File: config.mk
export PLATFORM = sky130hd
export DESIGN_NAME = packet_lane_arbiter
export DESIGN_NICKNAME = d
export VERILOG_FILES = /design/src/rtl/packet_lane_arbiter.sv
export SDC_FILE = /design/constraint.sdc
export NUM_CORES = 1
export LEC_CHECK = 0
export CORE_MARGIN = 2
export CORE_UTILIZATION = 30
export CTS_CLUSTER_SIZE = 30
export DETAILED_ROUTE_END_ITERATION = 12
export HOLD_SLACK_MARGIN = 0.03
export SYNTH_ARGS = -nofsm -noshare
export SYNTH_HDL_FRONTEND = slang
export SYNTH_SLANG_ARGS = --single-unit
File: constraint.sdc
create_clock -name clk -period 6.4 [get_ports clk]
set_input_delay 0.64 -clock clk [delete_from_list [all_inputs] [get_ports clk]]
set_output_delay 0.64 -clock clk [all_outputs]
set_load 0.01 [all_outputs]
File: src/rtl/packet_lane_arbiter.sv
// Two-source packet arbiter feeding a single lane FIFO with an HS/LP mode tag per byte.
// Mode changes wait for the lane to drain; granted packets are never preempted.
module packet_lane_arbiter #(
  parameter int unsigned GAP_CYCLES = 4,
  parameter bit          PRIO_LP    = 1'b1
) (
  input  logic       clk,
  input  logic       rst_n,
  input  logic       arb_en,
  input  logic       src0_valid,
  input  logic       src0_last,
  input  logic [7:0] src0_data,
  output logic       src0_ready,
  input  logic       src1_valid,
  input  logic       src1_last,
  input  logic [7:0] src1_data,
  output logic       src1_ready,
  output logic [7:0] fifo_wdata,
  output logic       fifo_wmode_lp,
  output logic       fifo_write,
  input  logic       fifo_full,
  input  logic       fifo_empty,
  input  logic       lane_active,
  output logic [1:0] gnt,
  output logic       cur_mode_lp,
  output logic       pkt_done
);

  typedef enum logic [1:0] {StIdle, StDrain, StXfer, StGap} state_e;

  localparam logic [7:0] GapLoad = 8'(GAP_CYCLES);

  state_e     state_q, state_d;
  logic [1:0] gnt_q, gnt_d;
  logic       cur_mode_lp_q, cur_mode_lp_d;
  logic       pkt_done_q, pkt_done_d;
  logic [7:0] gap_cnt_q, gap_cnt_d;
  logic       last_gnt_q, last_gnt_d;  // 1 = src1 was granted last

  logic       win_lp;
  logic       sel_valid;
  logic       sel_last;
  logic [7:0] sel_data;

  // src1 is the LP source, so the winner index doubles as the winner's mode
  always_comb begin
    win_lp = src1_valid;
    if (!PRIO_LP && src0_valid && src1_valid) begin
      win_lp = ~last_gnt_q;
    end
  end

  always_comb begin
    sel_valid = gnt_q[1] ? src1_valid : src0_valid;
    sel_last  = gnt_q[1] ? src1_last  : src0_last;
    sel_data  = gnt_q[1] ? src1_data  : src0_data;
  end

  always_comb begin
    state_d       = state_q;
    gnt_d         = gnt_q;
    cur_mode_lp_d = cur_mode_lp_q;
    pkt_done_d    = 1'b0;
    gap_cnt_d     = gap_cnt_q;
    last_gnt_d    = last_gnt_q;
    src0_ready    = 1'b0;
    src1_ready    = 1'b0;
    fifo_write    = 1'b0;
    fifo_wdata    = 8'h00;
    fifo_wmode_lp = cur_mode_lp_q;

    unique case (state_q)
      StIdle: begin
        if (arb_en && (src0_valid || src1_valid)) begin
          gnt_d      = win_lp ? 2'b10 : 2'b01;
          last_gnt_d = win_lp;
          state_d    = (win_lp == cur_mode_lp_q) ? StXfer : StDrain;
        end
      end
      StDrain: begin
        if (fifo_empty && !lane_active) begin
          cur_mode_lp_d = gnt_q[1];
          state_d       = StXfer;
        end
      end
      StXfer: begin
        src0_ready = gnt_q[0] & ~fifo_full;
        src1_ready = gnt_q[1] & ~fifo_full;
        fifo_write = (src0_valid & src0_ready) | (src1_valid & src1_ready);
        fifo_wdata = sel_data;
        if (fifo_write && sel_last) begin
          gnt_d      = 2'b00;
          pkt_done_d = 1'b1;
          if (GapLoad == 8'd0) begin
            state_d = StIdle;
          end else begin
            state_d   = StGap;
            gap_cnt_d = GapLoad;
          end
        end
      end
      StGap: begin
        if (gap_cnt_q <= 8'd1) begin
          gap_cnt_d = 8'd0;
          state_d   = StIdle;
        end else begin
          gap_cnt_d = gap_cnt_q - 8'd1;
        end
      end
      default: state_d = StIdle;
    endcase
  end

  always_ff @(posedge clk or negedge rst_n) begin
    if (!rst_n) begin
      state_q       <= StIdle;
      gnt_q         <= 2'b00;
      cur_mode_lp_q <= 1'b0;
      pkt_done_q    <= 1'b0;
      gap_cnt_q     <= 8'd0;
      last_gnt_q    <= 1'b1;
    end else begin
      state_q       <= state_d;
      gnt_q         <= gnt_d;
      cur_mode_lp_q <= cur_mode_lp_d;
      pkt_done_q    <= pkt_done_d;
      gap_cnt_q     <= gap_cnt_d;
      last_gnt_q    <= last_gnt_d;
    end
  end

  assign gnt         = gnt_q;
  assign cur_mode_lp = cur_mode_lp_q;
  assign pkt_done    = pkt_done_q;

  // sel_valid is folded into fifo_write through the per-source ready terms
  logic unused_sel;
  assign unused_sel = sel_valid;

endmodule

### Word-level counts from Yosys, hierarchy flattened

Index checks and enable logic that the tools add are counted.
Widths: inputs -> output; s select.

* bits in registers: 14
* input port bits: 26

* add/sub/neg operators: 1
* order comparisons: 1
* eq/ne operators: 8
* mux-type cells: 21
* bitwise gates (word level): 6
* reduce and logical (&&, ||, !) cells: 12

Operator list (number)
* $mux 8: 4
* $mux 2: 8
* $pmux 8 s2: 1
* $le 8x1->1 const B: 1
* $ne 2x2->1 const B: 4
* $pmux 2 s4: 1
* $sub 8x1->8 const B: 1
* $mux 1: 6
* $and 1x1->1: 4
* $eq 2x2->1 const B: 2
* $pmux 2 s2: 1
* $reduce_and 2->1: 2
* $reduce_and 4->1: 1
* $reduce_bool 2->1: 2
* $logic_and 1x1->1: 3
* $reduce_and 3->1: 1
* $eq 2x1->1 const B: 1
* $logic_not 2->1: 1
* $eq 1x1->1: 1
* $logic_not 1->1: 1
* $logic_or 1x1->1: 1
* $not 1->1: 1
* $or 1x1->1: 1

### Logic depth before layout (Yosys ltp)

* word-level depth: 7
* depth in mapped cells: 7
* depth with buffers taken out: 7

### Least setup slack after synthesis

OpenSTA, ideal clock, no wires.

* path type: register to register
* from: register gap_cnt_q[4]
* to: register state_q[1]
* library setup time: 0.125 ns
* data arrival time: 1.977 ns
* path slack: 4.298 ns
* stages on the path, launching flop included: 6
* path buffers: 1
* clock period less this slack: 2.102 ns
* cells stage by stage: dfrtp_1 or4_1 buf_2 o41ai_4 o2111ai_2 mux2_4

* longest elaborated chain between the ends: 3

Ends and longest elaborated chain
* start, declared: RTL line 37 `logic [7:0] gap_cnt_q, gap_cnt_d;`
* start signal, assigned: RTL line 127 `gap_cnt_q <= gap_cnt_d;`
* $le 8x1->1: RTL line 103 `if (gap_cnt_q <= 8'd1) begin`
* $ne 2x2->1 (no line)
* $reduce_and 4->1 (no line)
* end signal, assigned: RTL line 116 `state_q <= StIdle;`
* end signal, assigned: RTL line 123 `state_q <= state_d;`
* end, declared: RTL line 33 `state_e state_q, state_d;`

Every way passes these cells.
A chain may end at the register's enable or synchronous reset.

### Worst setup path in the final report

* from: register state_q[0]
* to: output fifo_write

* longest elaborated chain between the ends: 2

Ends and longest elaborated chain
* $eq 2x2->1: RTL line 72 `unique case (state_q)`
* $mux 1: RTL line 72
* end, declared: RTL line 20 `output logic fifo_write,`

Every way passes these cells.

==> metrics.yaml <==
power:
  vdd_ir_drop_max_uv: 142
  comb_power_share: 0.604
  power_frac_seq: 0.286
  intPower_mw: 0.371
  leakage_nw: 0.672
  power.density_nw_per_um2: 407
  power_switching_mw: 0.279
  power.share.clock: 0.110
  switching_share: 0.429
sta:
  hold_viol: 0
  worstMarginPinSlew_ns: 0.650
  skew_ns: 0.00116
  period_share: 0.441
  slew_headroom: 0.567
  final_max_slew_viol_count: 0
  setup_violations: 0
  fin_crit_ns: 2.82
  setup_tns_ns: 0
  grt_setup_unrepaired: "no"
  clock.fmax_mhz: 354
detailed_routing:
  wl_um: 2940
  dr.pass1.iters: 4
  ant_nets: 0
  viasPerCell: 5.19
  wl_per_cell_um: 14.1
  drc: 0
  drtIter0Drc: 92
  via_count: 1084
global_route:
  grt_start_max_net_pins: 18
  gr-usage-all-layers: 0.148
  grt_pass1_wl_um: 4820
  antenna_found_initial: 0
  first_global_vias: 947
  grt_remaining_overflow: 0
logic_synthesis:
  yosysTopAreaCellShare: 0.316
  yosysMostFrequentCell: "dfrtp_1"
  synth_area_leader_cell: "dfrtp_1"
  synth_edf_count: 0
  ys.flop_type: "dfrtp_1"
  ys_seq_elements: 14
  netlist_area_um2: 1110
  synth.area.top_cells: "dfrtp_1 32%, mux2i_1 9.0%, ha_1 7.9%"
  synth_cell_types: 36
  synth_commonest_cells: "14 x dfrtp_1, 13 x nor2_1, 11 x inv_1"
  seq_area_frac_synth: 0.316
  yosys_warnings: 0
  syn-mean-instance-area_um2: 9.10
  synthCells: 122
  syn-num-nets: 155
  async_flop_share: 1.00
final_layout:
  fin_nets: 196
  area_growth_syn_to_layout_pct: 44.0
  final_util: 0.443
  diodes: 0
  drive_gt1_frac: 0.0559
cts:
  cts.repair.resized: 0
  ctsHoldBuffers: 0
  tritoncts: "done"
  clk_latency_ns: 0.24
  cts_buffer_depth: 2
  post_cts_buffers: 0
  clock-sinks: 14
  cts_buffers: 3
  cts-root-buf: "clkbuf_8"
  htreeDepth: 1
  clkSlewWorstSetupHoldPaths_ns: 0.06
critical_path:
  crit_fanout: 11
  crit_required_ns: 5.76
  crit_arrival_ns: 2.18
  endpoint_kind: "primary output"
  worstSetupPathType: "flop to primary output"
  start_kind: "flop"
die:
  ios: 42
  die_w_um: 64.8
  row_count: 22
  chipHeight_um: 64.8
  initial_core_util: 0.308
  die_area_um2: 4200
  core_um2: 3610
min_path:
  hold_class: "flop to flop"
placed_design:
  dp_hpwl_um: 2300
  globalplace.congestion: 0.797
  io_buffer_count: 41
run_status:
  status: "complete, no violations"
flow_run:
  maxCapViolations: 0
## layout make-up
cell class / instances / area, um^2
multi-input cells: 92 / 694
fillers: 349 / 2010
repair buffers: 41 / 410
well taps: 48 / 60.1
inverters: 11 / 41.3
flip-flops and latches: 14 / 350
clock buffers: 3 / 41.3
## layer usage
layer  wire [um]  global-route usage
met4          21              0.0239
met5           0                   0
met2        1340               0.214
met1        1420               0.221
met3         157              0.0417
## layout by cell type (no fill, tap or decap), drive strengths merged, types with 5 or more instances in the layout
cell | synthesis | layout
clkdlybuf4s50 | 0 | 41
dfrtp | 14 | 14
nor2 | 13 | 13
inv | 11 | 11
mux2i | 10 | 10
ha | 7 | 7
nand2 | 6 | 6
o21ai | 6 | 6
nor2b | 5 | 5
nor3 | 5 | 5
## worst max-delay path, cell delays in order, from the launching register on
cell	delay [ns]
dfrtp_1	0.40
inv_1	0.13
ha_1	0.35
inv_1	0.27
nor3_1	0.24
clkdlybuf4s50_1	0.56
## power by group through the flow
stage | combinational, mW | sequential (mW) | clock (mW)
2_1_floorplan | 0.282 | 0.165 | 0
3_3_place_gp | 0.383 | 0.184 | 0
3_5_place_dp | 0.392 | 0.187 | 0
4_1_cts | 0.394 | 0.186 | 0.0757
5_1_grt | 0.436 | 0.195 | 0.0800
6_report | 0.393 | 0.186 | 0.0715
## per-stage QoR
step                      power [mW]  setup slack [ns]  hold WS [ns]  instance area, um^2  std cells
after global routing           0.712              3.34         0.561                 1600        209
after detailed placement       0.580              3.68         0.523                 1560        206
final                          0.650              3.58         0.537                 1600        209
after floorplan                0.447              4.30         0.344                 1110        122
after CTS                      0.656              3.55         0.536                 1600        209
after global placement         0.568              3.71         0.514                 1560        206
## flip-flops by register name, summed over array words and instances (netlist names)
register     flops
state_q          2
gap_cnt_q        8
gnt              2
pkt_done         1
cur_mode_lp      1
## path summary, 6_finish.rpt
check | from | end | slack [ns] | depth (start not counted)
worst min register to register | gap_cnt_q[5] | gap_cnt_q[5] | 0.54 | 1
worst min-delay path | gap_cnt_q[5] | gap_cnt_q[5] | 0.54 | 1
max in group asynchronous | rst_n | gap_cnt_q[2] | 5.20 | 1
min in group asynchronous | rst_n | gap_cnt_q[7] | 0.79 | 1
worst max register to register | gap_cnt_q[4] | state_q[1] | 4.07 | 4
worst max-delay path | state_q[0] | fifo_write | 3.58 | 5
## logic make-up after synthesis
family                   after synthesis  synth area share
XOR/XNOR                               1           0.00789
buffers and inverters                 16            0.0586
AO/OA/AOI/OAI                         27             0.202
multiplexers                          14             0.134
adder cells (fa/ha/maj)                7            0.0789
AND/OR/NAND/NOR                       43             0.203
flip-flops                            14             0.316
Note: power is estimated with default switching activity, not from simulation.
